[config.mk]
export PLATFORM = sky130hd
export DESIGN_NAME = fill_sequencer
export DESIGN_NICKNAME = d
export VERILOG_FILES = /design/src/rtl/fill_sequencer.sv
export SDC_FILE = /design/constraint.sdc
export NUM_CORES = 1
export LEC_CHECK = 0
export ABC_CLOCK_PERIOD_IN_PS = 6000
export BUFFER_PORTS_ARGS = -buffer_cell sky130_fd_sc_hd__buf_2
export CELL_PAD_IN_SITES_DETAIL_PLACEMENT = 1
export CELL_PAD_IN_SITES_GLOBAL_PLACEMENT = 2
export CORE_ASPECT_RATIO = 1.2
export CORE_MARGIN = 1
export CORE_UTILIZATION = 33
export CTS_CLUSTER_SIZE = 25
export DETAILED_ROUTE_END_ITERATION = 8
export PLACE_DENSITY = 0.91
export SETUP_SLACK_MARGIN = 0.02
export SLEW_MARGIN = 10
export SYNTH_ARGS = -nofsm -noshare
export SYNTH_HDL_FRONTEND = slang
export SYNTH_SLANG_ARGS = --single-unit
[constraint.sdc]
create_clock -name clk -period 6 [get_ports clk]
set_clock_uncertainty 0.2 [all_clocks]
set_input_delay 0.9 -clock clk [delete_from_list [all_inputs] [get_ports clk]]
set_output_delay 0.9 -clock clk [all_outputs]
set_load 0.02 [all_outputs]
[src/rtl/fill_sequencer.sv]
// Bottle fill/seal/count sequencer with registered Moore outputs.
// Optional FILL-state watchdog enabled by defining FILL_TIMEOUT_EN.
module fill_sequencer #(
    parameter int unsigned SEAL_CYCLES  = 4,
    parameter int unsigned FILL_TIMEOUT = 200
) (
    input  logic       clk,
    input  logic       reset,
    input  logic       start,
    input  logic       stop,
    input  logic       clear,
    input  logic       bottle_sensor,
    input  logic       level_sensor,
    input  logic [7:0] stock,
    output logic       conveyor,
    output logic       valve,
    output logic       sealer,
    output logic       consume,
    output logic       dozen,
    output logic [7:0] bottle_count,
    output logic       error,
    output logic [2:0] state
);

    typedef enum logic [2:0] {
        IDLE  = 3'd0,
        FEED  = 3'd1,
        FILL  = 3'd2,
        SEAL  = 3'd3,
        COUNT = 3'd4,
        ERROR = 3'd5
    } state_t;

    localparam logic [3:0] SEAL_LAST  = 4'(SEAL_CYCLES - 1);
    localparam logic [7:0] FILL_LIMIT = 8'(FILL_TIMEOUT);
`ifdef FILL_TIMEOUT_EN
    localparam bit TIMEOUT_EN = 1'b1;
`else
    localparam bit TIMEOUT_EN = 1'b0;
`endif

    state_t     cur;
    state_t     nxt;
    logic [3:0] seal_cnt;
    logic [7:0] fill_cnt;
    logic [3:0] dozen_cnt;
    logic       stop_latch;
    logic       fill_expired;

    // Counter always exists; the watchdog only acts when TIMEOUT_EN is set.
    assign fill_expired = TIMEOUT_EN && ((fill_cnt + 8'd1) == FILL_LIMIT);
    assign state        = cur;

    always_comb begin
        nxt = cur;
        case (cur)
            IDLE:    if (start && !stop && (stock != 8'd0)) nxt = FEED;
            FEED:    if (stop) nxt = IDLE;
                     else if (bottle_sensor) nxt = FILL;
            FILL:    if (level_sensor) nxt = SEAL;
                     else if (fill_expired) nxt = ERROR;
            SEAL:    if (seal_cnt == SEAL_LAST) nxt = COUNT;
            COUNT:   if (stop_latch || !start || (stock <= 8'd1)) nxt = IDLE;
                     else nxt = FEED;
            ERROR:   if (clear) nxt = IDLE;
            default: nxt = IDLE;
        endcase
    end

    // Outputs are decoded from the next state so they line up with the state register.
    always_ff @(posedge clk) begin
        if (reset) begin
            cur          <= IDLE;
            conveyor     <= 1'b0;
            valve        <= 1'b0;
            sealer       <= 1'b0;
            consume      <= 1'b0;
            dozen        <= 1'b0;
            error        <= 1'b0;
            bottle_count <= '0;
            dozen_cnt    <= '0;
            seal_cnt     <= '0;
            fill_cnt     <= '0;
            stop_latch   <= 1'b0;
        end else begin
            cur      <= nxt;
            conveyor <= (nxt == FEED);
            valve    <= (nxt == FILL);
            sealer   <= (nxt == SEAL);
            consume  <= (nxt == COUNT);
            error    <= (nxt == ERROR);

            seal_cnt <= (cur == SEAL && nxt == SEAL) ? seal_cnt + 4'd1 : '0;
            fill_cnt <= (cur == FILL && nxt == FILL) ? fill_cnt + 8'd1 : '0;

            if (nxt == IDLE)
                stop_latch <= 1'b0;
            else if (stop && (cur == FILL || cur == SEAL))
                stop_latch <= 1'b1;

            if (nxt == COUNT) begin
                bottle_count <= bottle_count + 8'd1;
                if (dozen_cnt == 4'd11) begin
                    dozen_cnt <= '0;
                    dozen     <= 1'b1;
                end else begin
                    dozen_cnt <= dozen_cnt + 4'd1;
                    dozen     <= 1'b0;
                end
            end else begin
                dozen <= 1'b0;
            end
        end
    end

endmodule
-- Word-level counts from Yosys, hierarchy flattened
Cells that the tools add are included.
- add/subtract/negate cells: 3
- $mul: 0
- div/mod/pow operators: 0
- order comparisons: 1
- equality and inequality tests: 12
- shift operators: 0
- muxes and demuxes: 10
- bitwise operators: 2
- reduce and logical (&&, ||, !) cells: 15
- operator list (operator ; count):
    3-bit 2-to-1 mux ; 6
    3-bit one-hot mux with 6 select lines ; 1
    3-bit by 2-bit == test with 1-bit output, second input constant ; 4
    3-bit == test, second input constant ; 4
    4-bit by 1-bit adder with 4-bit output, second input constant ; 2
    8-bit by 1-bit adder with 8-bit output, second input constant ; 1
    8-bit by 1-bit less-or-equal comparator with 1-bit output, second input constant ; 1
    8-bit nonzero test ; 1
    3-bit by 1-bit == test with 1-bit output, second input constant ; 2
    3-bit logical NOT ; 2
    2-bit OR reduction ; 3
    4-bit by 2-bit == test with 1-bit output, second input constant ; 1
    4-bit == test, second input constant ; 1
    1-bit logical AND ; 4
    4-bit 2-to-1 mux ; 1
    1-bit logical OR ; 3
    1-bit logical NOT ; 2
    1-bit 2-to-1 mux ; 2
    1-bit NOT ; 2
- register bits: 26
- bits in latches: 0
- RAM bits: 0
- memory bits (read-only): 0
- bits of input ports: 15
- output and inout bits: 17
- logic and storage cells: 54
- memories kept: 0

-- Depth between registers and ports, before layout
- depth in word-level cells: 9
- gate-level depth with buffers: 7
- mapped depth without buffers: 6

-- Least setup slack after synthesis
No wires, ideal clock.
- path kind: input-to-reg
- from: in start
- to: reg seal_cnt[2]
- library setup time: 0.088 ns
- arrival: 2.049 ns
- required time: 5.712 ns
- slack: 3.663 ns
- cell stages on the path: 5
- cell sequence: or3b_4 a2111oi_4 nor4b_2 buf_6 nor4_2
- longest elaborated chain between the ends: 9
- elaborated cells between the ends (all ways): 12
- ends and longest elaborated chain (what ; line ; text):
    from (decl) ; 9 ; input logic start,
    1-bit logical NOT ; 63 ; COUNT: if (stop_latch || !start || (stock <= 8'd1)) nxt = IDLE;
    1-bit logical OR (2 in series) ; 63 ;
    1-bit 2-to-1 mux ; 63 ;
    3-bit one-hot mux with 6 select lines (*) ; 56 ; case (cur)
    3-bit by 2-bit == test with 1-bit output (*) ; 93 ; seal_cnt <= (cur == SEAL && nxt == SEAL) ? seal_cnt + 4'd1 : '0;
    1-bit logical AND (*) ; 93 ;
    1-bit NOT (no source line) (*) ; n/a ;
    2-bit OR reduction (no source line) (*) ; n/a ;
    to (signal assigned) ; 93 ;
    to (decl) ; 44 ; logic [3:0] seal_cnt;
Mark *: on every way between the ends. The rest lies on a longest branch, timed or not.
A chain may end at the register's enable or synchronous reset.

-- Worst setup path in the final report
- from: in stock[4]
- to: reg stop_latch
- longest elaborated chain between the ends: 6
- elaborated cells between the ends (all ways): 9
- ends and longest elaborated chain (what ; line ; text):
    from (decl) ; 14 ; input logic [7:0] stock,
    8-bit by 1-bit less-or-equal comparator with 1-bit output / 8-bit nonzero test (equally long branches) ; 63, 57 ;
    1-bit logical OR / 1-bit logical AND (equally long branches) ; 63, 57 ;
    1-bit 2-to-1 mux / 3-bit 2-to-1 mux (equally long branches) ; 63, 57 ;
    3-bit one-hot mux with 6 select lines (*) ; 56 ;
    3-bit logical NOT (*) ; 96 ; if (nxt == IDLE)
    2-bit OR reduction (no source line) (*) ; n/a ;
    to (signal assigned) ; 84 ; stop_latch <= 1'b0;
    to (signal assigned) ; 97 ; stop_latch <= 1'b0;
    to (signal assigned) ; 99 ; stop_latch <= 1'b1;
    to (decl) ; 47 ; logic stop_latch;
Marks and branches as above.

==> results_dict.tcl <==
set metrics [dict create \
    hpwl_um 2130 \
    ys_ff_latch 26 \
    place_ws_ns 2.85 \
    wl_um 2820 \
    clock_sinks 26 \
    ctsLongestPathBuffers 2 \
    critPathKind "in2reg" \
    synth_top_area_share_pct 43.0 \
    worstSetupStartpointType "primary input" \
    critical_path_required_ns 5.92 \
    synth_commonest_cells "26 x dfxtp_1, 10 x a21oi_1, 10 x nor2_1" \
    cp_cell_sequence "buf_2, nor4_2, a211oi_1, nor4b_2, a311oi_1" \
    power.share.clock_pct 42.8 \
    drt-wirelength-per-cell_um 14.6 \
    area_growth_syn_to_layout_pct 20.1 \
    grt_pass1_wl_um 4720 \
    power_frac_comb_pct 5.5 \
    start_util_pct 35.3 \
    final_nets 175 \
    multi_input_area_um2 644 \
    worst-path-buf-inv 1 \
    cp.arrival_ns 2.72 \
    cp_max_fo 11 \
    finalSetupViolCount 0 \
    dp_cells 189 \
    pwr-share-seq_pct 51.7 \
    avgSynthCellArea_um2 9.60 \
    slew-limit-headroom_pct 29.3 \
    cts_resized 0 \
    fp.dieH_um 68.3 \
    io_pins 32 \
    drtPass1Iterations 8 \
    fin_crit_ns 2.81 \
    cp-end-kind "flop" \
    cts_tree "done" \
    synthFlopType "dfxtp_1" \
    fin_crit_sh_pct 46.8 \
    netlist_area_um2 1210 \
    ys_seq_area_share_pct 43.0 \
    antenna_cells 0 \
    layout.cells.non_filler 193 \
    port_buffers 31 \
    dieWidth_um 57.3 \
    cts_root_buf "clkbuf_8" \
    cts_made_buffers 3 \
    finalSetupTns_ns 0 \
    p_int_w 0.000271 \
    gr-usage-all-layers_pct 16.0 \
    synth_warnings 0 \
    worstHoldPathType "reg2reg" \
    setup_ws_ns 3.19 \
    p_sw_w 0.0000678 \
    cp_slowest_cell "nor4b_2" \
    vias 1038 \
    async_flop_share_pct 0 \
    dieArea_um2 3910 \
    synth.most_common_cell "dfxtp_1" \
    register_area_um2 520 \
    slowest_delay_ns 0.92 \
    path_clk_slew_ns 0.09 \
    syn-num-nets 144 \
    p_leak_nw 0.563 \
    timing.fmax_ghz 0.356 \
    num_rows 23 \
    hold_slack_ns 0.287 \
    drive_above_1_share_pct 28.8 \
    syn-instance-count 126 \
    status "finished, violations left" \
    core_um2 3420 \
    max-cap-violations 0 \
    ys_top_cells_by_area "dfxtp_1 43%, a21oi_1 4.1%, nor4_2 4.1%" \
    grt_start_max_net_pins 20 \
    insertion_delay_ns 0.27 \
    ctsHoldBuffers 0 \
    grt_pass1_vias 1060 \
    pwr_density_cell_nw_per_um2 233 \
    post_cts_buffers 0 \
    route.antenna.remaining_nets 0 \
    sw_frac_of_total_pct 20.0 \
    drtIter0Drc 25 \
    htree_num_levels 1 \
    drt-vias-per-instance 5.38 \
    drcViolationCount 2 \
    max-vdd-ir-drop_mv 0.101 \
    cp_top_family "simple AND/OR/NAND/NOR gates" \
    slew_viol_final 0 \
    grt_overflow 0 \
    violations "design-rule violations" \
    rsz0062_at_grt "false" \
    gp_congestion 0.713 \
    yosysTopAreaCell "dfxtp_1" \
    antenna_found_initial 0 \
    synth.distinct_cells 42 \
    fill_cells 427 \
    synth_edf_count 0 \
    hold_viol_final 0 \
    worst_pin_slew_ns 1.06 \
]
worst reg2reg max path: cells and delay by family, from the launching register on:
kind                       cells  cell delay [ns]
and+or+nand+nor                2             1.31
DFF                            1             0.38
AOI/OAI and AO/OA              2             0.35
adders and majority gates      1             0.23
metrics by stage:
stage / power [W] / instance area (um^2) / util, %
2_1_floorplan: 0.000191 / 1210 / -
3_3_place_gp: 0.000197 / 1380 / 40.3
3_5_place_dp: 0.000198 / 1380 / 40.3
4_1_cts: 0.000345 / 1450 / 42.4
5_1_grt: 0.000353 / 1450 / 42.4
6_report: 0.000338 / 1450 / 42.4
power groups by stage:
stage | registers [W] | clock network (W) | logic, W
2_1_floorplan | 0.000180 | 0 | 0.0000104
3_3_place_gp | 0.000179 | 0 | 0.0000181
3_5_place_dp | 0.000179 | 0 | 0.0000190
4_1_cts | 0.000175 | 0.000151 | 0.0000191
5_1_grt | 0.000175 | 0.000157 | 0.0000204
6_report | 0.000175 | 0.000145 | 0.0000187
cells in the final DEF, fill, tap and decap left out, types with 2 or more instances in the layout:
cell type	n
buf_2	31
dfxtp_1	26
a21oi_1	10
nor2_1	10
nand2_1	9
nand3_1	6
nor4_2	4
nor3_1	4
inv_1	4
nor4_1	4
xor2_1	4
and2_1	4
xnor2_1	4
ha_1	3
clkbuf_8	3
nand3b_1	2
nor4b_1	2
nand4_1	2
registers in the layout, indices dropped and copies added (netlist names), 3 cells and up:
register      cells
dozen_cnt         4
bottle_count      8
state             3
seal_cnt          4
worst paths after layout:
kind | cells past startpoint | start | slack (ns) | end
setup / recovery | 5 | stock[4] | 3.19 | stop_latch
hold / removal | 1 | seal_cnt[0] | 0.29 | seal_cnt[0]
setup reg to reg | 5 | seal_cnt[0] | 3.37 | stop_latch
hold reg to reg | 1 | seal_cnt[0] | 0.29 | seal_cnt[0]
metal layers:
layer | track usage (%) | vias up | part of all wire [%]
li1 | - | 516 | -
met1 | 17.6 | 486 | 44
met2 | 29.9 | 30 | 50
met3 | 2.65 | 6 | 3.3
met4 | 7.62 | 0 | 2.3
met5 | 0 | - | 0
cell families after synthesis:
kind of cell / synth area share [%]
AND/OR/NAND/NOR: 33.7
adder cells (fa/ha/maj): 3.10
flip-flops: 43.0
buffers and inverters: 3.72
XOR/XNOR: 5.79
AO/OA/AOI/OAI: 10.7
area by class of cell:
| cell class | count | share of cell area, % |
|---|---|---|
| Multi-Input combinational cell | 91 | 44.4 |
| Sequential cell | 26 | 35.8 |
| Timing Repair Buffer | 31 | 10.7 |
| Tap cell | 37 | 3.19 |
| Clock buffer | 3 | 2.84 |
| Clock inverter | 1 | 2.07 |
| Inverter | 4 | 1.03 |
Note: power is estimated with default switching activity, not from simulation.
